==> config.mk <==
export PLATFORM = sky130hd
export DESIGN_NAME = aibnd_clkgate_ctrl
export DESIGN_NICKNAME = d
export VERILOG_FILES = /design/src/rtl/aibnd_clkgate_ctrl.sv
export SDC_FILE = /design/constraint.sdc
export NUM_CORES = 1
export LEC_CHECK = 0
export CAP_MARGIN = 20
export CORE_AREA = 2 2 71 73
export CTS_BUF_LIST = sky130_fd_sc_hd__clkbuf_4 sky130_fd_sc_hd__clkbuf_8 sky130_fd_sc_hd__clkbuf_16
export CTS_CLUSTER_SIZE = 12
export DETAILED_ROUTE_END_ITERATION = 7
export DIE_AREA = 0 0 73 75
export MAX_ROUTING_LAYER = met4
export PLACE_DENSITY = 0.62
export SLEW_MARGIN = 20
export SYNTH_ARGS = -nofsm -noshare
export SYNTH_HDL_FRONTEND = slang
export SYNTH_SLANG_ARGS = --single-unit
==> constraint.sdc <==
create_clock -name clk -period 1.2 [get_ports clk]
set_input_delay 0.24 -clock clk [delete_from_list [all_inputs] [get_ports clk]]
set_output_delay 0.24 -clock clk [all_outputs]
set_load 0.01 [all_outputs]
==> src/rtl/aibnd_clkgate_ctrl.sv <==
// Multi-channel clock-gate controller: per-channel enable synchroniser, OFF/WAKE/ON/DRAIN sequencer, registered gate enable and ack.
// Optional latch-based gated clock outputs are built when AIBND_CLKGATE_GCLK_EN is defined.
module aibnd_clkgate_ctrl #(
    parameter int NCH       = 4,
    parameter int SYNC_STG  = 2,
    parameter int WAKE_CYC  = 2,
    parameter int DRAIN_CYC = 3
) (
    input  logic           clk,
    input  logic           rst_n,
    input  logic [NCH-1:0] en_req,
    input  logic           force_on,
    output logic [NCH-1:0] gate_en,
    output logic [NCH-1:0] en_ack,
    output logic           busy,
    output logic [NCH-1:0] gclk_out,
    input  logic           vccl_aibnd,
    input  logic           vssl_aibnd
);

    localparam int MAXC = (WAKE_CYC > DRAIN_CYC) ? WAKE_CYC : DRAIN_CYC;
    localparam int CW   = (MAXC < 1) ? 1 : $clog2(MAXC + 1);

    typedef enum logic [1:0] {
        ST_OFF   = 2'd0,
        ST_WAKE  = 2'd1,
        ST_ON    = 2'd2,
        ST_DRAIN = 2'd3
    } state_t;

    logic           r_force_q;
    logic [NCH-1:0] w_fsm_gate;
    logic [NCH-1:0] w_ack;
    logic [NCH-1:0] w_busy;
    logic           w_unused_pwr;

    assign w_unused_pwr = vccl_aibnd ^ vssl_aibnd;

    always_ff @(posedge clk or negedge rst_n) begin
        if (!rst_n) begin
            r_force_q <= 1'b0;
        end else begin
            r_force_q <= force_on;
        end
    end

    for (genvar g = 0; g < NCH; g++) begin : g_ch
        logic [SYNC_STG-1:0] r_sync;
        state_t              r_state;
        logic [CW-1:0]       r_cnt;
        logic                r_gate;
        logic                r_ack;
        logic                r_busy;
        logic                w_es;

        always_ff @(posedge clk or negedge rst_n) begin
            if (!rst_n) begin
                r_sync <= '0;
            end else begin
                r_sync <= {r_sync[SYNC_STG-2:0], en_req[g]};
            end
        end

        assign w_es = r_sync[SYNC_STG-1];

        // Output flops are loaded alongside the state so they always reflect the state just entered.
        always_ff @(posedge clk or negedge rst_n) begin
            if (!rst_n) begin
                r_state <= ST_OFF;
                r_cnt   <= '0;
                r_gate  <= 1'b0;
                r_ack   <= 1'b0;
                r_busy  <= 1'b0;
            end else begin
                case (r_state)
                    ST_OFF: begin
                        if (w_es) begin
                            r_state <= ST_WAKE;
                            r_cnt   <= CW'(WAKE_CYC);
                            r_gate  <= 1'b1;
                            r_ack   <= 1'b0;
                            r_busy  <= 1'b1;
                        end
                    end
                    ST_WAKE: begin
                        if (!w_es) begin
                            r_state <= ST_OFF;
                            r_cnt   <= '0;
                            r_gate  <= 1'b0;
                            r_ack   <= 1'b0;
                            r_busy  <= 1'b0;
                        end else if (r_cnt == '0) begin
                            r_state <= ST_ON;
                            r_ack   <= 1'b1;
                            r_busy  <= 1'b0;
                        end else begin
                            r_cnt <= r_cnt - CW'(1);
                        end
                    end
                    ST_ON: begin
                        if (!w_es) begin
                            r_state <= ST_DRAIN;
                            r_cnt   <= CW'(DRAIN_CYC);
                            r_ack   <= 1'b0;
                            r_busy  <= 1'b1;
                        end
                    end
                    ST_DRAIN: begin
                        // A returning request re-arms straight to ON; the clock never stopped, so no wake is needed.
                        if (w_es) begin
                            r_state <= ST_ON;
                            r_cnt   <= '0;
                            r_ack   <= 1'b1;
                            r_busy  <= 1'b0;
                        end else if (r_cnt == '0) begin
                            r_state <= ST_OFF;
                            r_gate  <= 1'b0;
                            r_busy  <= 1'b0;
                        end else begin
                            r_cnt <= r_cnt - CW'(1);
                        end
                    end
                    default: begin
                        r_state <= ST_OFF;
                        r_cnt   <= '0;
                        r_gate  <= 1'b0;
                        r_ack   <= 1'b0;
                        r_busy  <= 1'b0;
                    end
                endcase
            end
        end

        assign w_fsm_gate[g] = r_gate;
        assign w_ack[g]      = r_ack;
        assign w_busy[g]     = r_busy;
    end

    assign gate_en = w_fsm_gate | {NCH{r_force_q}};
    assign en_ack  = w_ack;
    assign busy    = |w_busy;

`ifdef AIBND_CLKGATE_GCLK_EN
    // Enable is captured while clk is low, so it can only change outside the high phase.
    logic [NCH-1:0] r_en_lat;

    always_latch begin
        if (!rst_n) begin
            r_en_lat <= '0;
        end else if (!clk) begin
            r_en_lat <= gate_en;
        end
    end

    assign gclk_out = {NCH{clk}} & r_en_lat;
`else
    assign gclk_out = {NCH{1'b0}};
`endif

endmodule

==> reports/results.ini <==
[yosys]
ys_warn_count=0
syn_avg_cell_area_um2=10.7
ys_ff_latch=37
yosys-top-cells-area=dfrtp_1 (51%), o21ai_0 (4.9%), buf_6 (4.3%)
async_flop_share_pct=100
synthTopCellsByCount=dfrtp_1 (37), o21ai_0 (18), inv_1 (16)
synth_ff_type=dfrtp_1
synth_edf_count=0
syn_inst=171
yosys.area.top_type=dfrtp_1
seq_area_frac_synth_pct=50.6
ys_types=29
synth_top_area_share_pct=50.6
yosysMostFrequentCell=dfrtp_1
synth_area_um2=1830

[sta]
rsz0062_at_grt=yes
layout_setup_ws_ns=-0.380
skew_ns=0.00921
maxSlewViolCount=0
min_period_ns=1.58
setup_viol=5
fin_crit_sh_pct=132
finalHoldViolCount=0
fmax_mhz=633

[finish]
n_antenna_cell=0
drive_above_1_share_pct=28.6
final_nets=211
syn_to_final_growth_pct=22.4
utilization_pct=48.0
design_area_um2=2240

[clock_network]
cts-root-buf=clkbuf_8
path_clk_slew_ns=0.07
clk_latency_ns=0.29
htree_levels=2
cts_tree=built
cts_buffer_depth=2
numCtsBuffers=5
cts.sinks=37

[floorplan]
die-height_um=75
die_w_um=73
die_area_um2=5480
core-area_um2=4660
pin_count=22
rows=25
start_util_pct=39.2

[placement]
io_buffer_count=15
place_congestion=0.849
postPlaceCellArea_um2=2030
dp.final_hpwl_um=2180

[critical_path]
setup.worst_path.start_class=flop
critPathMaxFanout=2
endpoint_kind=primary output
worstPathArrival_ns=1.34
worst-endpoint-required_ns=0.96
critical_path_class=flop to primary output

[power_and_ir_drop]
powerDensity_nw_per_um2=2570
vdd_drop_max_v=0.000716
cellLeakagePower_uw=0.000993

[route]
ant_nets=0
dr.first_iter.drc_count=43
via_per_inst=4.88
vias=1254
drc=0
postRouteWirelength_um=3020
drtPass1Iterations=4
wl_per_cell_um=11.8

[global_routing]
grt_max_degree=24
gr-total-overflow=0
grt_antenna_before_repair=0
grt.total_usage_pct=13.3
grt_pass1_vias=1211
grt_pass1_wl_um=5280

[job]
maxCapViolations=0

[status]
status=finished with violations
violations=setup timing

[hold_path]
holdCritPathClass=flop to flop

==> stage by stage <==
stage                     setup WS (ns)  hold WS [ns]  power [uW]  setup TNS (ns)  std cells
after floorplan                  0.0307       -0.0556        3900               0        174
after global placement           -0.397         0.180        4450           -1.29        242
after CTS                        -0.397         0.345        5740           -1.17        254
after detailed placement         -0.408         0.192        4530           -1.32        242
final                            -0.380         0.336        5760           -1.06        257
after global routing             -0.424         0.346        6260           -1.26        257
==> per-layer routing <==
metal | wire length [um] | share of wire (%) | vias up | global-route usage (%)
met5 | 0 | 0 | - | -
met4 | 97 | 3.2 | 0 | 9.26
met3 | 136 | 4.5 | 10 | 4.42
met2 | 1410 | 47 | 21 | 19.4
met1 | 1380 | 46 | 586 | 15.4
li1 | - | - | 637 | -
==> worst paths after layout <==
| kind | slack (ns) | cells after the start | end | from |
|---|---|---|---|---|
| min in group asynchronous | 0.41 | 2 | g_ch[2].r_ack | rst_n |
| max in group asynchronous | 0.34 | 3 | g_ch[3].r_sync[1] | rst_n |
| hold / removal | 0.34 | 0 | g_ch[3].r_sync[1] | g_ch[3].r_sync[0] |
| setup reg to reg | 0.05 | 4 | g_ch[3].r_cnt[1] | flop |
| setup / recovery | -0.38 | 2 | busy | g_ch[0].r_busy |
| hold reg to reg | 0.34 | 0 | g_ch[3].r_sync[1] | g_ch[3].r_sync[0] |
==> worst max-delay path: stages (launching register included) <==
cell and delay, ns:
dfrtp_1 0.38, or4_4 0.54, buf_6 0.14
==> power breakdown <==
part           leakage (uW)  internal (uW)  switching [uW]  total [uW]
Clock             0.0000619            700             419        1120
Combinational      0.000497           1360            1000        2360
Sequential         0.000434           1740             544        2280
Total              0.000993           3800            1960        5760
==> cells in the final DEF (no fill, tap or decap), types with 2 or more instances in the layout <==
cell             Yosys  final
xnor2_1              4      4
maj3_2               4      4
a21boi_0             2      2
o21a_1               4      4
xor2_1               2      2
buf_4                8     19
and2b_1              3      3
nor2b_1              2      2
a211oi_1             4      3
a21boi_1             2      2
xnor2_4              2      2
o32ai_1              4      4
nand2b_1             2      2
clkdlybuf4s50_1      0      5
o21ai_0             18     18
inv_1               16     16
dfrtp_2              0      5
nor2_1              12     11
clkbuf_8             1      6
o31ai_1              2      2
conb_1               1      4
nand2_1              6      6
buf_6                7      6
o22ai_1              6      6
or2_4                0      4
dfrtp_1             37     32
clkdlybuf4s15_1      0      4
a21o_1               2      2
mux2_2               4      4
a21oi_1             10     10
==> what timing repair did <==
action,CTS,global route
hold buffers,1,0
buffers inserted,3,3
endpoints found under the hold margin,14,0
pin swaps,4,2
setup endpoints to repair,10,12
resized for setup,38,8
==> logic make-up (layout without fill, tap and decap cells) <==
family	Yosys count	after routing	synth area share, %
AOI/OAI and AO/OA	54	54	18.2
xor gates and xnor gates	8	8	5.88
adders and majority gates	4	4	2.46
buffers and inverters	32	61	11.6
DFF	37	37	50.6
muxes	4	4	2.46
other	1	4	0.205
and+or+nand+nor	31	31	8.55
==> cell type report <==
class	count	area (um^2)
Inverter	16	60.1
Clock inverter	1	30.0
Multi-Input combinational cell	105	723
Clock buffer	7	90.1
Sequential cell	37	932
Timing Repair Buffer	37	335
Fill cell	431	2420
Tap cell	54	67.6
Power figures use the tool's default switching activity.
